File: src/rtl/vtg_pkg.sv
// vtg_pkg: video mode record, compile-time mode table and a table sanity helper
// shared by video_timing_gen and its axis counter.
// The optional frame counter in video_timing_gen is enabled by VTG_FRAME_COUNT_EN.
package vtg_pkg;

    localparam int VTG_CW        = 12;
    localparam int VTG_TABLE_LEN = 3;
    localparam int VTG_IW        = $clog2(VTG_TABLE_LEN);

    typedef struct packed {
        logic [VTG_CW-1:0] h_total;
        logic [VTG_CW-1:0] h_sync;
        logic [VTG_CW-1:0] h_bporch;
        logic [VTG_CW-1:0] h_res;
        logic [VTG_CW-1:0] v_total;
        logic [VTG_CW-1:0] v_sync;
        logic [VTG_CW-1:0] v_bporch;
        logic [VTG_CW-1:0] v_res;
        logic              hs_pol;
        logic              vs_pol;
    } mode_t;

    typedef mode_t [VTG_TABLE_LEN-1:0] mode_table_t;

    // Entry 0: 800x600, entry 1: 1024x768, entry 2: 1280x720
    localparam mode_table_t MODE_TABLE = {
        mode_t'{12'd1650, 12'd40,  12'd220, 12'd1280, 12'd750, 12'd5, 12'd20, 12'd720, 1'b1, 1'b1},
        mode_t'{12'd1344, 12'd136, 12'd160, 12'd1024, 12'd806, 12'd6, 12'd29, 12'd768, 1'b0, 1'b0},
        mode_t'{12'd1056, 12'd128, 12'd88,  12'd800,  12'd628, 12'd4, 12'd23, 12'd600, 1'b1, 1'b1}
    };

    // True when every used entry fits its sync, back porch and active region inside the total
    function automatic bit mode_table_ok(input mode_table_t t, input int n);
        bit ok;
        ok = (n >= 1) && (n <= VTG_TABLE_LEN);
        for (int i = 0; i < VTG_TABLE_LEN; i++) begin
            if (i < n) begin
                if (int'(t[i[VTG_IW-1:0]].h_sync) + int'(t[i[VTG_IW-1:0]].h_bporch) +
                    int'(t[i[VTG_IW-1:0]].h_res) > int'(t[i[VTG_IW-1:0]].h_total))
                    ok = 1'b0;
                if (int'(t[i[VTG_IW-1:0]].v_sync) + int'(t[i[VTG_IW-1:0]].v_bporch) +
                    int'(t[i[VTG_IW-1:0]].v_res) > int'(t[i[VTG_IW-1:0]].v_total))
                    ok = 1'b0;
                if (t[i[VTG_IW-1:0]].h_total == '0 || t[i[VTG_IW-1:0]].v_total == '0)
                    ok = 1'b0;
            end
        end
        return ok;
    endfunction

endpackage

File: src/rtl/vtg_axis_cnt.sv
// vtg_axis_cnt: one raster axis. Wrapping position counter plus combinational
// decode of the sync window, the active window and the offset inside it.
module vtg_axis_cnt #(
    parameter int CW = 12
) (
    input  logic          clk,
    input  logic          rst,
    input  logic          step,
    input  logic [CW-1:0] total,
    input  logic [CW-1:0] sync,
    input  logic [CW-1:0] bporch,
    input  logic [CW-1:0] res,
    output logic [CW-1:0] cnt,
    output logic          last,
    output logic          sync_on,
    output logic          act,
    output logic [CW-1:0] act_pos
);

    logic [CW-1:0] start;

    // Window decode of the current counter value
    always_comb begin
        start   = sync + bporch;
        last    = (cnt == total - 1'b1);
        sync_on = (cnt < sync);
        act     = (cnt >= start) && (cnt < start + res);
        act_pos = cnt - start;
    end

    // Advance one position per step, wrapping after total-1
    always_ff @(posedge clk) begin
        if (rst)
            cnt <= '0;
        else if (step)
            cnt <= last ? '0 : cnt + 1'b1;
    end

endmodule

File: src/rtl/video_timing_gen.sv
// video_timing_gen: raster timing generator (HS/VS/DE, active X/Y, frame start)
// with a compile-time mode table and mode changes deferred to the frame wrap.
// Define VTG_FRAME_COUNT_EN to add the 16-bit O_frame_cnt output.
module video_timing_gen
    import vtg_pkg::*;
#(
    parameter int          CW           = VTG_CW,
    parameter int          NUM_MODES    = 3,
    parameter int          DEFAULT_MODE = 2,
    parameter mode_table_t MODES        = MODE_TABLE,
    localparam int         MW           = $clog2(NUM_MODES)
) (
    input  logic          I_pxl_clk,
    input  logic          I_rst,
    input  logic          I_ce,
    input  logic          I_mode_req,
    input  logic [MW-1:0] I_mode_sel,
    output logic          O_de,
    output logic          O_hs,
    output logic          O_vs,
    output logic [CW-1:0] O_x,
    output logic [CW-1:0] O_y,
    output logic          O_frame_start,
    output logic [MW-1:0] O_mode_active,
    output logic          O_mode_err
`ifdef VTG_FRAME_COUNT_EN
    ,
    output logic [15:0]   O_frame_cnt
`endif
);

    if (!mode_table_ok(MODES, NUM_MODES)) begin : g_bad_table
        $error("video_timing_gen: mode table entry exceeds its total");
    end

    mode_t         cur;
    logic [MW-1:0] pend;
    logic          pend_vld;
    logic          sel_ok;
    logic          frame_wrap;
    logic          de_next;

    logic [CW-1:0] h_cnt, v_cnt, h_pos, v_pos;
    logic          h_last, v_last, h_sync_on, v_sync_on, h_act, v_act;

    assign cur        = MODES[O_mode_active];
    assign sel_ok     = 32'(I_mode_sel) < NUM_MODES;
    assign frame_wrap = I_ce && h_last && v_last;
    assign de_next    = h_act && v_act;

    vtg_axis_cnt #(.CW(CW)) u_h (
        .clk     (I_pxl_clk),
        .rst     (I_rst),
        .step    (I_ce),
        .total   (CW'(cur.h_total)),
        .sync    (CW'(cur.h_sync)),
        .bporch  (CW'(cur.h_bporch)),
        .res     (CW'(cur.h_res)),
        .cnt     (h_cnt),
        .last    (h_last),
        .sync_on (h_sync_on),
        .act     (h_act),
        .act_pos (h_pos)
    );

    vtg_axis_cnt #(.CW(CW)) u_v (
        .clk     (I_pxl_clk),
        .rst     (I_rst),
        .step    (I_ce && h_last),
        .total   (CW'(cur.v_total)),
        .sync    (CW'(cur.v_sync)),
        .bporch  (CW'(cur.v_bporch)),
        .res     (CW'(cur.v_res)),
        .cnt     (v_cnt),
        .last    (v_last),
        .sync_on (v_sync_on),
        .act     (v_act),
        .act_pos (v_pos)
    );

    // Mode request capture and frame-boundary apply; a request on the wrap edge stays pending
    always_ff @(posedge I_pxl_clk) begin
        if (I_rst) begin
            O_mode_active <= MW'(DEFAULT_MODE);
            pend          <= '0;
            pend_vld      <= 1'b0;
            O_mode_err    <= 1'b0;
        end else begin
            O_mode_err <= I_mode_req && !sel_ok;
            if (frame_wrap && pend_vld) begin
                O_mode_active <= pend;
                pend_vld      <= 1'b0;
            end
            if (I_mode_req && sel_ok) begin
                pend     <= I_mode_sel;
                pend_vld <= 1'b1;
            end
        end
    end

    // Registered raster outputs describing the counter value held before this enable
    always_ff @(posedge I_pxl_clk) begin
        if (I_rst) begin
            O_de          <= 1'b0;
            O_hs          <= ~MODES[DEFAULT_MODE].hs_pol;
            O_vs          <= ~MODES[DEFAULT_MODE].vs_pol;
            O_x           <= '0;
            O_y           <= '0;
            O_frame_start <= 1'b0;
        end else if (I_ce) begin
            O_de          <= de_next;
            O_hs          <= h_sync_on ? cur.hs_pol : ~cur.hs_pol;
            O_vs          <= v_sync_on ? cur.vs_pol : ~cur.vs_pol;
            O_x           <= de_next ? h_pos : '0;
            O_y           <= de_next ? v_pos : '0;
            O_frame_start <= (h_cnt == '0) && (v_cnt == '0);
        end
    end

`ifdef VTG_FRAME_COUNT_EN
    // Frames completed since reset, wrapping at 16 bits; untouched by mode switches
    always_ff @(posedge I_pxl_clk) begin
        if (I_rst)
            O_frame_cnt <= '0;
        else if (frame_wrap)
            O_frame_cnt <= O_frame_cnt + 16'd1;
    end
`endif

endmodule

File: config.mk
export PLATFORM = sky130hd
export DESIGN_NAME = video_timing_gen
export DESIGN_NICKNAME = d
export VERILOG_FILES = /design/src/rtl/vtg_pkg.sv /design/src/rtl/vtg_axis_cnt.sv /design/src/rtl/video_timing_gen.sv
export SDC_FILE = /design/constraint.sdc
export NUM_CORES = 1
export LEC_CHECK = 0
export CELL_PAD_IN_SITES_DETAIL_PLACEMENT = 1
export CELL_PAD_IN_SITES_GLOBAL_PLACEMENT = 1
export CORE_UTILIZATION = 25
export CTS_CLUSTER_DIAMETER = 50
export DETAILED_ROUTE_END_ITERATION = 8
export PLACE_DENSITY = 0.5
export SLEW_MARGIN = 10
export SYNTH_ARGS = -nofsm -noshare
export SYNTH_HDL_FRONTEND = slang
export SYNTH_SLANG_ARGS = --single-unit
File: constraint.sdc
create_clock -name I_pxl_clk -period 3.47 [get_ports I_pxl_clk]
set_input_delay 0.694 -clock I_pxl_clk [delete_from_list [all_inputs] [get_ports I_pxl_clk]]
set_output_delay 0.694 -clock I_pxl_clk [all_outputs]
set_load 0.1 [all_outputs]
==> results.sh, run 1 <==
export IMPL_status="finished, final reports clean"
export IMPL_drtIter0Drc=143
export IMPL_post_route_drc_count=0
export IMPL_slew_headroom_pct=31.30
export IMPL_cap_violations=0
export IMPL_tns_ns=0
export IMPL_ir_drop_mv=0.2168
export IMPL_yosysSeqAreaShare_pct=29.87
export IMPL_power_density_nw_per_um2=356.1
export IMPL_endpoint_kind="flop"
export IMPL_synth_xor_area_share_pct=8.787
export IMPL_r2r_slack_ns=0.22
export IMPL_numCtsBuffers=9
export IMPL_synth_simple_area_share_pct=25.33
export IMPL_path_max_fanout=25
export IMPL_worstPathRequired_ns=3.65
export IMPL_num_io_pins=37
export IMPL_clkSinkCount=58
export IMPL_ctsResizeCount=0
export IMPL_synthFlopType="dfxtp_1"
export IMPL_fp_dieArea_um2=16050
export IMPL_syn_inst=444
export IMPL_post_cts_setup_buffer_count=0
export IMPL_finalMaxSlewViolations=0
export IMPL_first_global_vias=3469
export IMPL_muxShareOfSynthArea_pct=1.030
export IMPL_die_h_um=126.7
export IMPL_diodes=0
export IMPL_clk_pin_slew_worst_paths_ns=0.05
export IMPL_p_leak_nw=1.935
export IMPL_cts_hold_buf=0
export IMPL_syn_area_per_cell_um2=8.756
export IMPL_fp_coreArea_um2=15200
export IMPL_rows=45
export IMPL_clk_latency_ns=0.34
export IMPL_crit_type="reg -> reg"
export IMPL_synth_top_family_by_area="simple AND/OR/NAND/NOR gates"
export IMPL_rsz0062_at_grt="false"
export IMPL_hold_viol=0
export IMPL_detailed_place_hpwl_um=8416
export IMPL_dp_slack_ns=0.1625
export IMPL_start_util_pct=25.57
export IMPL_gp_congestion=0.7659
export IMPL_postLayoutCoreUtil_pct=31.47
export IMPL_antenna_left=0
export IMPL_synth_async_reset_ratio_pct=0
export IMPL_finalCriticalPeriod_ns=3.249
export IMPL_grt_max_degree=61
export IMPL_drt_wl_total_um=11140
export IMPL_cts_tree="done"
export IMPL_finalSetupViolations=0
export IMPL_wl_per_cell_um=16.55
export IMPL_drive_gt1_share_pct=14.43
export IMPL_final_cell_mix="dfxtp_1 (56), nor2_1 (45), ha_1 (43), clkdlybuf4s50_1 (33), or3b_2 (24)"
export IMPL_fin_skew_ns=0.005038
export IMPL_critPathArrivalTime_ns=3.42
export IMPL_first_pass_iters=4
export IMPL_htree_num_levels=3
export IMPL_cts_root_buf="clkbuf_16"
export IMPL_hold_path_class="reg -> reg"
export IMPL_grt_usage_pct=14.79
export IMPL_cp_start_kind="flop"
export IMPL_grt_overflow_total=0
export IMPL_synthAdderAreaFrac_pct=15.00
export IMPL_layout_commonest_cell="dfxtp_1"
export IMPL_synth_compound_area_share_pct=14.84
export IMPL_nets=532
export IMPL_die_width_um=126.7
export IMPL_ys_types=53
export IMPL_finalCritPeriodShare_pct=93.64
export IMPL_dr_total_vias=3322
export IMPL_timing_fmax_ghz=0.3077
export IMPL_synth_edf_count=0
export IMPL_setup_ws_ns=0.2206
export IMPL_io_buffers=36
export IMPL_worst_slew_pin_slew_ns=1.031
export IMPL_clock_path_buffers=2
export IMPL_synth_seq_cells=58
export IMPL_synth_warnings=0
export IMPL_antenna_found_initial=0
export IMPL_syn_to_final_growth_pct=23.08
export IMPL_grt_pass1_wl_um=18280
export IMPL_vias_per_cell=4.936
export IMPL_synth_cell_area_um2=3887
export IMPL_syn_num_nets=496
area by class of cell:
type,instances,area [um2]
clock buffers,15,287.8
clock inverters,1,30.03
fillers,1747,10420
inverters,19,71.32
multi-input cells,343,2531
flip-flops and latches,58,1169
well taps,188,235.2
repair buffers,49,460.4
final timing paths:
check / from / endpoint / cells past startpoint
min reg2reg: O_de / O_de / 2
max: O_mode_active[0] / O_y[2] / 12
max reg2reg: O_mode_active[0] / O_y[2] / 12
min: O_de / O_de / 2
synth_stat cells, drive strengths merged, types with 3 or more instances:
master | n | share of area [%]
dfxtp | 58 | 30
ha | 45 | 14
nor2 | 45 | 4.3
or3b | 24 | 5.4
o31ai | 21 | 4.4
xnor2 | 21 | 4.7
a21oi | 19 | 2.4
inv | 19 | 1.8
nand2 | 19 | 1.8
xor2 | 18 | 4.1
clkbuf | 17 | 1.6
nand3 | 13 | 1.7
nand4 | 12 | 1.9
nor3 | 12 | 1.5
and3 | 9 | 1.4
o21ai | 9 | 1.2
nor2b | 8 | 1.3
buf | 7 | 1.7
or3 | 7 | 1.1
o21a | 6 | 1.2
nor4 | 5 | 0.97
a211oi | 4 | 0.77
mux2i | 4 | 1.0
o41ai | 4 | 0.90
nand2b | 3 | 0.48
nand3b | 3 | 0.58
o31a | 3 | 0.68
or2 | 3 | 0.48
metal layers:
layer	global-route usage (%)	routed length [um]	vias up
met5	0	0	-
met4	5.252	145	0
met3	3.205	265	10
met2	24.44	5275	34
met1	18.97	5451	1607
li1	-	-	1671
worst max-delay path, cell delays in order (launching register included):
cell	delay [ns]
dfxtp_4	0.36
inv_1	0.14
ha_2	0.29
ha_1	0.26
a31oi_1	0.18
ha_1	0.27
nor2b_1	0.17
o21ba_2	0.22
or4b_4	0.53
nor4_2	0.22
a211o_1	0.18
buf_12	0.19
o41ai_1	0.09
cells by family after synthesis:
logic type	Yosys count
buffers and inverters	43
xor gates and xnor gates	39
AOI/OAI and AO/OA	81
muxes	4
and+or+nand+nor	173
DFF	58
adders and majority gates	46
stage by stage:
step	hold slack, ns	power (mW)	instance area (um2)	instances
6_report	0.4789	1.704	4785	673
5_1_grt	0.5083	1.770	4785	673
4_1_cts	0.4840	1.733	4780	673
3_5_place_dp	0.4750	0.7808	4462	657
3_3_place_gp	0.4597	0.7797	4462	657
2_1_floorplan	0.4599	0.7529	3895	444
power by group:
| part | leakage [nW] | switching [mW] | internal [mW] |
|---|---|---|---|
| logic | 1.31 | 0.0596 | 0.0248 |
| registers | 0.470 | 0.00785 | 0.674 |
| clock network | 0.156 | 0.304 | 0.634 |
registers in the layout, summed over array words and instances, names as in the netlist, 2 cells and up:
register and cells:
O_mode_active 2, pend 2, u_v.cnt 12, O_x 12, O_y 12, u_h.cnt 12
No activity file was read; power rests on OpenSTA's default activity.
==> run 2, diff against run 1 <==
- GPL_ROUTABILITY_DRIVEN: unset -> 1
==> results of run 2 <==
The final DEF is identical to that of run 1; final timing and power are the same.
==> variant 1, RTL diff (config.mk and constraints of run 1) <==
`NUM_MODES`: 3 -> 2.
--- a/src/rtl/video_timing_gen.sv
+++ b/src/rtl/video_timing_gen.sv
@@ -5,7 +5,7 @@
     import vtg_pkg::*;
 #(
     parameter int          CW           = VTG_CW,
-    parameter int          NUM_MODES    = 3,
+    parameter int          NUM_MODES    = 2,
     parameter int          DEFAULT_MODE = 2,
     parameter mode_table_t MODES        = MODE_TABLE,
     localparam int         MW           = $clog2(NUM_MODES)
Ports: changed (resized I_mode_sel and O_mode_active); port bits go from 37 to 35. No check against the original RTL was run, so the function may have changed too.
==> variant 1 against run 1 <==
  * Final area is 27% lower
  * Wire length is 30% lower
  * Worst setup slack better by 0.43 ns
  * Cell count is 28% lower
  * Synthesized area is 25% lower
  * Die area is 24% lower
  * Power is 28% lower
  * Count of clock-buffer cells in the layout is 10 lower
  * Highest routed layer unchanged
  * Sequential cell count is 3 lower
  * Clock power is 45% lower
  * Non-clock buffer count is 12 lower
  * Sequential share of layout area is 7.0 points higher
  * Global-route usage is 0.39 points lower
==> variant 1: results <==
[synth]
synth_commonest_cells = "55 x dfxtp_1, 38 x nor2_1, 25 x xor2_1"
synth_compound_area_share_pct = 15.2
syn_nets = 336
synth-seq-area-share_pct = 37.6
synthAdderAreaFrac_pct = 8.38
yosys-mux-area-fraction_pct = 0.684
synthTopCellsByArea = "dfxtp_1 38%, ha_1 7.7%, xor2_1 7.5%, a22o_1 7.2%, nor2_1 4.9%"
syn_avg_cell_area_um2 = 9.38

[power]
ir_worst_vdd_mv = 0.178
cellLeakagePower_uw = 0.00136
net-switching-power_uw = 309

[route]
drt_iter0_markers = 39
num_vias = 2265
routed_wl_um = 7810

[critical_path]
arrival_ns = 3.06
r2r-start = "O_mode_active"
reg2reg_depth = 8
slowest_stage = "nor2_4"
crit_start = "O_mode_active"
cp_max_fo = 23
max_stage_delay_ns = 0.51

[clocking]
numCtsBuffers = 5
h-tree-depth = 2
insertion_delay_ns = 0.30
clkTransAtPathRegs_ns = 0.08

[sta]
fin_skew_ns = 0.00728
fin_ws_ns = 0.654
timing.hold.ws_ns = 0.477
slew-limit-headroom_pct = 34.5

[outcome]
outcome = "finished clean"

[layout]
finalNetCount = 364

[global_routing]
grt_pass1_vias = 2351
grt_start_max_net_pins = 24
grt_pass1_wl_um = 13200
grt.total_usage_pct = 14.4

[placement]
dp_cells = 476
## variant 1: metal layers
layer  share of wire (%)  global-route usage [%]  routed length [µm]
met5                   0                       0                   0
met4                 1.3                    4.23                 105
met3                 3.0                    2.35                 231
met2                  43                    22.6                3350
met1                  53                    20.2                4120
## variant 1: layout make-up
type	instances	area, µm²
clock inverters	3	20.0
repair buffers	37	358
flip-flops and latches	55	1100
clock buffers	5	125
fillers	1338	7910
well taps	143	179
multi-input cells	230	1680
inverters	11	41.3
## variant 1: power groups by stage
stage | Clock [µW] | Sequential [µW] | Combinational (µW)
floorplan | 0 | 679 | 32.2
global placement | 0 | 663 | 71.9
detailed placement | 0 | 662 | 72.7
CTS | 541 | 647 | 72.9
global route | 562 | 649 | 77.9
finish | 516 | 647 | 71.7
## variant 1: worst min-delay path by stage
stage               startpoint        to  cells past startpoint
finish                 O_y[10]   O_y[10]                      1
global route           O_y[10]   O_y[10]                      1
CTS                    O_y[10]   O_y[10]                      1
detailed placement     O_y[10]   O_y[10]                      1
global placement       O_y[10]   O_y[10]                      1
floorplan             pend_vld  pend_vld                      2
## variant 1: logic make-up after synthesis
group                    count (synthesis)
XOR/XNOR                                38
multiplexers                             2
flip-flops                              55
AND/OR/NAND/NOR                        115
buffers and inverters                   27
AO/OA/AOI/OAI                           55
adder cells (fa/ha/maj)                 19
other                                    1
## variant 1: through the flow
stage	cell area, µm²	power [µW]
after global placement	3360	735
after global routing	3500	1290
after floorplan	2930	711
after detailed placement	3360	735
final	3500	1230
after CTS	3500	1260
## variant 1: worst max-delay path, delay by kind of cell (launching register included)
family / cells / cell delay, ns
AO/OA/AOI/OAI: 3 / 0.71
adder cells (fa/ha/maj): 1 / 0.43
flip-flops: 1 / 0.49
AND/OR/NAND/NOR: 3 / 0.90
buffers and inverters: 1 / 0.23
==> variant 2, RTL diff (config.mk and constraints of run 1) <==
Made on the original files. Register the output `O_frame_start` once more, cleared by the reset; this adds one clock of latency there. The other outputs are not delayed to match.
--- a/src/rtl/video_timing_gen.sv
+++ b/src/rtl/video_timing_gen.sv
@@ -28,6 +28,8 @@
     output logic [15:0]   O_frame_cnt
 `endif
 );
+
+    logic O_frame_start_s0;
 
     if (!mode_table_ok(MODES, NUM_MODES)) begin : g_bad_table
         $error("video_timing_gen: mode table entry exceeds its total");
@@ -106,14 +108,14 @@
             O_vs          <= ~MODES[DEFAULT_MODE].vs_pol;
             O_x           <= '0;
             O_y           <= '0;
-            O_frame_start <= 1'b0;
+            O_frame_start_s0 <= 1'b0;
         end else if (I_ce) begin
             O_de          <= de_next;
             O_hs          <= h_sync_on ? cur.hs_pol : ~cur.hs_pol;
             O_vs          <= v_sync_on ? cur.vs_pol : ~cur.vs_pol;
             O_x           <= de_next ? h_pos : '0;
             O_y           <= de_next ? v_pos : '0;
-            O_frame_start <= (h_cnt == '0) && (v_cnt == '0);
+            O_frame_start_s0 <= (h_cnt == '0) && (v_cnt == '0);
         end
     end
 
@@ -127,5 +129,13 @@
     end
 `endif
 
+    always_ff @(posedge I_pxl_clk) begin
+        if (I_rst) begin
+            O_frame_start <= '0;
+        end else begin
+            O_frame_start <= O_frame_start_s0;
+        end
+    end
+
 endmodule
 
Function: changed (Yosys sat finds a counterexample within 4 cycles, from zero or initial values and one cycle with I_rst high).
==> variant 2 against run 1 <==
  * Final area is 1.5% lower
  * Synthesized area is 1.2% lower
  * Worst setup slack better by 0.13 ns
  * Hold slack worse by 0.026 ns
  * Fmax is 4.2% higher
  * Sequential share of layout area is 0.79 points higher
  * Die area is 1.2% lower
  * Sequential cell count is 1 higher
  * Wire length is 1.8% higher
  * First-iteration DRC count is 15% higher
  * Core utilization is 0.47 points higher
  * Power is 7.7% lower
  * Sequential power is 2% higher
  * Cell count is 0.89% lower
==> variant 2: results <==
[outcome]
outcome = "finished clean"

[route]
drt_iter0_markers = 165
post_drt_wl_per_cell_um = 17.0
vias_per_cell = 5.01

[layout]
layout-drive-gt1-share_pct = 10.8
seqCellArea_mm2 = 0.00119
finalNetCount = 531

[worst_hold_path]
hold_start = "O_x[5]"

[power]
ir_worst_vdd_mv = 0.212

[synth]
synth_commonest_cells = "59 x dfxtp_1, 45 x ha_1, 44 x nor2_1"
synthTopCellsByArea = "dfxtp_1 31%, ha_1 15%, xnor2_1 4.8%, nor2_1 4.3%, a22o_1 3.9%"
syn_nets = 489
synth-seq-area-share_pct = 30.8
synthDistinctLibCells = 67

[sta]
fin_skew_ns = 0.00689
tightest_slew_ns = 0.977
hold_viol = 0

[critical_path]
r2r_slack_ns = 0.35
r2r-start = "O_mode_active[1]"
cp_max_fo = 17
arrival_ns = 3.39
reg2reg_depth = 13
r2r-end = "O_x[11]"

[global_routing]
grt.total_usage_pct = 15.3
grt_start_max_net_pins = 24

[placement]
gp_congestion = 0.748
-- variant 2: logic make-up after synthesis --
| family | synth area share, % |
|---|---|
| muxes | 0.521 |
| AOI/OAI and AO/OA | 17.3 |
| xor gates and xnor gates | 9.03 |
| and+or+nand+nor | 22.3 |
| buffers and inverters | 4.85 |
| DFF | 30.8 |
| adders and majority gates | 15.2 |
-- variant 2: timing repair --
item | in CTS | in global routing
pin swaps | 1 | 0
setup endpoints to repair | 2 | 2
buffers inserted | 2 | 0
gates resized for setup | 0 | 2
-- variant 2: worst max-delay path, stage by stage (launching register included) --
cell      delay, ns
dfxtp_4        0.37
inv_2          0.07
ha_1           0.20
buf_4          0.15
ha_1           0.28
a31oi_1        0.22
ha_1           0.34
and2b_1        0.20
o21ai_0        0.23
a2111o_1       0.20
o211ai_1       0.16
nor3_4         0.28
buf_12         0.18
a32o_1         0.17
-- variant 2: metal layers --
metal	vias to the layer above	global-route usage, %	routed length (µm)
li1	1648	-	-
met1	1627	20.6	5620
met2	57	23.6	5070
met3	10	4.38	484
met4	0	4.39	165
met5	-	0	0
-- variant 2: metrics by stage --
step	instances	hold slack [ns]
detailed placement	650	0.448
finish	667	0.453
CTS	667	0.459
floorplan	437	0.446
global placement	650	0.441
global route	667	0.477
-- variant 2: worst max-delay path by stage --
| stage | start | endpoint | slack, ns |
|---|---|---|---|
| 2_1_floorplan | O_mode_active[1] | O_x[9] | 0.004 |
| 3_3_place_gp | O_mode_active[1] | O_x[11] | 0.13 |
| 3_5_place_dp | O_mode_active[0] | O_x[11] | 0.04 |
| 4_1_cts | O_mode_active[0] | O_y[11] | 0.20 |
| 5_1_grt | O_mode_active[0] | O_x[11] | 0.01 |
| 6_report | O_mode_active[1] | O_x[11] | 0.35 |
-- variant 2: cell type report --
type | instances | area share (%)
inverter | 20 | 1.59
timing repair buffer | 51 | 10.1
sequential | 59 | 25.2
multi-input combinational | 338 | 52.6
clock inverter | 3 | 0.319
tap | 184 | 4.88
clock buffer | 12 | 5.23
-- variant 2: power groups by stage --
stage | combinational [µW] | sequential (µW) | clock, µW
detailed placement | 82.5 | 709 | 0
global placement | 80.4 | 709 | 0
CTS | 82.8 | 695 | 827
finish | 81.5 | 696 | 795
global route | 88.2 | 696 | 856
floorplan | 36.3 | 725 | 0
